`src/rtl/ntt_pkg.sv`:
```
// Shared helpers for the NTT multiplier datapath: segment count and 3:2 compression.
package ntt_pkg;

    // Widest operand the 3:2 compressor helper supports; callers zero-extend into it.
    localparam int CSA_W_MAX = 1024;

    typedef logic [CSA_W_MAX-1:0] csa_word_t;

    // Sum and carry rows of one carry-save compression.
    typedef struct packed {
        csa_word_t s;
        csa_word_t c;
    } csa_pair_t;

    // Number of carry-propagate segments across an n-bit word.
    function automatic int nseg(input int n, input int seg);
        return n / seg;
    endfunction

    // One full-adder layer: sum row is the parity and carry row is the majority shifted up one bit.
    function automatic csa_pair_t csa3to2(input csa_word_t a, input csa_word_t b, input csa_word_t c);
        csa_pair_t r;
        r.s = a ^ b ^ c;
        r.c = ((a & b) | (a & c) | (b & c)) << 1;
        return r;
    endfunction

endpackage

```
`src/rtl/seg_add_stage.sv`:
```
// One carry-propagate segment: resolves SEG bits of the running sum and forwards everything else.
module seg_add_stage
    import ntt_pkg::*;
#(
    parameter int N   = 64,
    parameter int SEG = 16,
    parameter int K   = 1
) (
    input  logic         clk,
    input  logic         reset,
    input  logic         en,
    input  logic         vld_i,
    input  logic         carry_i,
    input  logic [N-1:0] r_i,
    input  logic [N-1:0] c_i,
    output logic         vld_o,
    output logic         carry_o,
    output logic [N-1:0] r_o,
    output logic [N-1:0] c_o
);

    // Bit offset of the segment this stage resolves.
    localparam int LO = (K - 1) * SEG;

    logic [SEG:0]   seg_sum;
    logic [N-1:0]   r_d;
    logic           vld_q;
    logic           carry_q;
    logic [N-1:0]   r_q;
    logic [N-1:0]   c_q;

    // Add this segment of the sum and carry rows; lower (resolved) and upper (pending) bits pass through.
    always_comb begin
        seg_sum         = {1'b0, r_i[LO +: SEG]} + {1'b0, c_i[LO +: SEG]} + {{SEG{1'b0}}, carry_i};
        r_d             = r_i;
        r_d[LO +: SEG]  = seg_sum[SEG-1:0];
    end

    // Stage register; holds everything when the pipe is stalled.
    always_ff @(posedge clk or posedge reset) begin
        if (reset) begin
            vld_q   <= 1'b0;
            carry_q <= 1'b0;
            r_q     <= '0;
            c_q     <= '0;
        end else if (en) begin
            vld_q   <= vld_i;
            carry_q <= seg_sum[SEG];
            r_q     <= r_d;
            c_q     <= c_i;
        end
    end

    assign vld_o   = vld_q;
    assign carry_o = carry_q;
    assign r_o     = r_q;
    assign c_o     = c_q;

endmodule

```
`src/rtl/csa_final_add.sv`:
```
// Final 3:2 compression plus segmented pipelined carry-propagate adder with valid/ready flow control.
module csa_final_add
    import ntt_pkg::*;
#(
    parameter int N   = 64,
    parameter int SEG = 16,
    parameter int IN  = 3
) (
    input  logic         clk,
    input  logic         reset,
    input  logic         in_valid,
    output logic         in_ready,
    input  logic [N-1:0] csa_in [IN-1:0],
    output logic         out_valid,
    input  logic         out_ready,
    output logic [N-1:0] sum_out
);

    localparam int NSEG = nseg(N, SEG);

    if (N % SEG != 0) begin : g_bad_seg
        $error("csa_final_add: N must be a multiple of SEG");
    end
    if (IN != 2 && IN != 3) begin : g_bad_in
        $error("csa_final_add: IN must be 2 or 3");
    end
    if (N > CSA_W_MAX) begin : g_bad_width
        $error("csa_final_add: N exceeds the compressor helper width");
    end

    logic         adv;
    logic [N-1:0] s0_d;
    logic [N-1:0] c0_d;
    logic         vld0_q;
    logic [N-1:0] r0_q;
    logic [N-1:0] c0_q;

    logic         vld_p   [0:NSEG];
    logic         carry_p [0:NSEG];
    logic [N-1:0] r_p     [0:NSEG];
    logic [N-1:0] c_p     [0:NSEG];

    // Whole pipe moves together: it advances unless a finished result is waiting on downstream.
    assign adv      = !out_valid || out_ready;
    assign in_ready = adv;

    if (IN == 3) begin : g_csa3
        // Bits above N are the truncated part of the wide compressor result.
        csa_pair_t pair_unused_msbs;

        // Collapse three rows to sum and carry rows, carry-out past bit N-1 dropped.
        always_comb begin
            pair_unused_msbs = csa3to2(csa_word_t'(csa_in[0]), csa_word_t'(csa_in[1]),
                                       csa_word_t'(csa_in[2]));
            s0_d = pair_unused_msbs.s[N-1:0];
            c0_d = pair_unused_msbs.c[N-1:0];
        end
    end else begin : g_rows2
        // Two rows are already in sum/carry form.
        always_comb begin
            s0_d = csa_in[0];
            c0_d = csa_in[1];
        end
    end

    // Compression register; a bubble enters whenever the pipe advances without valid input.
    always_ff @(posedge clk or posedge reset) begin
        if (reset) begin
            vld0_q <= 1'b0;
            r0_q   <= '0;
            c0_q   <= '0;
        end else if (adv) begin
            vld0_q <= in_valid;
            r0_q   <= s0_d;
            c0_q   <= c0_d;
        end
    end

    assign vld_p[0]   = vld0_q;
    assign carry_p[0] = 1'b0;
    assign r_p[0]     = r0_q;
    assign c_p[0]     = c0_q;

    for (genvar k = 1; k <= NSEG; k++) begin : g_seg
        seg_add_stage #(
            .N   (N),
            .SEG (SEG),
            .K   (k)
        ) u_stage (
            .clk     (clk),
            .reset   (reset),
            .en      (adv),
            .vld_i   (vld_p[k-1]),
            .carry_i (carry_p[k-1]),
            .r_i     (r_p[k-1]),
            .c_i     (c_p[k-1]),
            .vld_o   (vld_p[k]),
            .carry_o (carry_p[k]),
            .r_o     (r_p[k]),
            .c_o     (c_p[k])
        );
    end

    // Top carry and the leftover carry row are discarded: the result is modulo 2^N.
    logic tail_unused;
    assign tail_unused = ^{c_p[NSEG], carry_p[NSEG]};

    assign out_valid = vld_p[NSEG];
    assign sum_out   = r_p[NSEG];

endmodule

```
`config.mk`:
```
export PLATFORM = sky130hd
export DESIGN_NAME = csa_final_add
export DESIGN_NICKNAME = d
export VERILOG_FILES = /design/src/rtl/ntt_pkg.sv /design/src/rtl/seg_add_stage.sv /design/src/rtl/csa_final_add.sv
export SDC_FILE = /design/constraint.sdc
export NUM_CORES = 1
export LEC_CHECK = 0
export BUFFER_PORTS_ARGS = -buffer_cell sky130_fd_sc_hd__buf_2
export CELL_PAD_IN_SITES_DETAIL_PLACEMENT = 2
export CELL_PAD_IN_SITES_GLOBAL_PLACEMENT = 2
export CORE_ASPECT_RATIO = 1.2
export CORE_UTILIZATION = 40
export DETAILED_ROUTE_END_ITERATION = 7
export PLACE_DENSITY_LB_ADDON = 0.1
export SYNTH_ARGS = -nofsm -noshare
export SYNTH_HDL_FRONTEND = slang
export SYNTH_HIERARCHICAL = 1
export SYNTH_SLANG_ARGS = --single-unit
```
`constraint.sdc`:
```
create_clock -name clk -period 3.95 [get_ports clk]
set_clock_uncertainty 0.05 [all_clocks]
set_input_delay 0.5925 -clock clk [delete_from_list [all_inputs] [get_ports clk]]
set_output_delay 0.5925 -clock clk [all_outputs]
set_load 0.02 [all_outputs]
```
==> run metrics <==
final setup TNS=0 ns; Max Cap Viol=0; Overall Power=0.0244 W; P_leak=12.2 nW; post-CTS setup buffers=0; setup ws final=1.11 ns; Worst-path clk slew=0.06 ns; post-CTS sizing=0; Routed Antenna Nets=0; Worst Path Required=3.31 ns; Chip Height=266 um; Slowest-stage cell, CP=nand2b_4; final hold vios=0; share of cells above drive strength 1=0.439; H-tree depth=2; drc violations=0; largest net degree at the start of global routing=129; DR vias/cell=5.21; Fmax=352 MHz; worst min path class=in2async; Layout Nets=2193; setup slack at placement=1.16 ns; DRT iter0 DRCs=446; most frequent cells in the layout=487 x dfrtp_1, 343 x mux2_2, 261 x buf_2; DR vias=13.7k; vias in the first global route=15.7k; CTS Buf Count=51; first-pass GRT wire length=88400 um; fin crit share=0.719; FF-to-FF path depth=7; Ports=262; outcome=completed; worst path cell trace=nand2b_4 -> buf_2; Total Routing Usage GR=0.189; Mapped Area=23200 um^2; Row Count=96; PortBufs=261; Layout area overhead=15.9%; unrepaired setup endpoints after global routing=no; post-detail-place hpwl=38000 um; CTS tree=yes; number of diodes=0; count of final setup violators=0; CP Max Fanout=52; clk root buf=clkbuf_16; gr ovfl total=0; placed cell areas=25200 um^2; storage element area=12200 um^2; Synth Warn #=6; Worst setup SP type=flop; Worst path max stage delay=0.71 ns; Slew Viols, Final=0; Syn Inst Count=1612; total die area=58900 um^2; Critical Path AT=2.20 ns; final instance area=26900 um^2; commonest non-fill, non-tap cell in the layout=dfrtp_1; Routed WL per cell=20.6 um; DR pass1 iterations=4; multi-input combinational cell area=10400 um^2; Clock Latency Late Sink=0.60 ns; antenna violations before repair=0; crit path kind=reg2out; Cell Pwr Density=909 nW/um^2; DIE WIDTH=222 um; # clock sinks=487; GPL Wtd Cong=0.797; Mean Syn Cell Area=14.4 um^2; core area=57200 um^2; Slew @ Worst Pin=1.01 ns; Worst Setup End Kind=primary output; CTS Hold Buffers Added=0; Initial Util=0.405; Layout fillers=5510; VDD IR-drop max=0.331 mV; final WL=54200 um; CTS max path bufs=3; Rel. slew slack=0.328; Final Critical Period=2.84 ns
-- per-stage QoR --
step                utilization  instances  hold slack (ns)
global placement          0.440       2548            0.413
CTS                       0.470       2636           0.0813
detailed placement        0.440       2548            0.420
floorplan                     -       1613            0.398
finish                    0.470       2636           0.0932
global route              0.470       2636            0.109
-- layer usage --
metal / up-vias / track usage / routed length, um / part of all wire
met5: - / 0 / 0 / 0
met4: 0 / 0.0473 / 1070 / 0.020
met3: 65 / 0.0278 / 1670 / 0.031
met2: 193 / 0.335 / 28100 / 0.52
met1: 7180 / 0.243 / 23400 / 0.43
li1: 6299 / - / - / -
-- worst max-delay path: cells and delay by family, from the launching register on --
family | cells | cell delay [ns]
simple gates | 1 | 0.71
buf+inv | 1 | 0.32
flops | 1 | 0.53
-- where the power goes --
part	internal, W	switching (W)	total [W]
Sequential	0.00734	0.00140	0.00874
Combinational	0.00522	0.00553	0.0108
Clock	0.00294	0.00199	0.00493
-- cell type report --
cell class                      instances  area share
Sequential cell                       487       0.454
Multi-Input combinational cell       1023       0.387
Clock inverter                         18     0.00922
Tap cell                              735      0.0342
Inverter                               22     0.00354
Timing Repair Buffer                  281      0.0579
Clock buffer                           70      0.0540
-- flip-flops by register name (all words and copies together), names as in the netlist --
signal	count
g_seg.u_stage/c_o	96
g_seg.u_stage/carry_o	3
c0_q	63
r0_q	64
vld0_q	1
g_seg.u_stage/vld_o	4
g_seg.u_stage/r_o	256
-- worst paths after layout --
kind | endpoint | start | slack [ns]
max reg2reg | g_seg[4].u_stage/r_o[62] | g_seg[3].u_stage/carry_o | 1.14
min | g_seg[2].u_stage/r_o[33] | reset | 0.09
max in group asynchronous | g_seg[4].u_stage/r_o[21] | reset | 2.73
max | in_ready | g_seg[4].u_stage/vld_o | 1.11
min reg2reg | g_seg[1].u_stage/c_o[54] | g_seg[1].u_stage/c_o[54] | 0.43
min in group clk | vld0_q | in_valid | 0.21
Note: power is estimated with default switching activity, not from simulation.
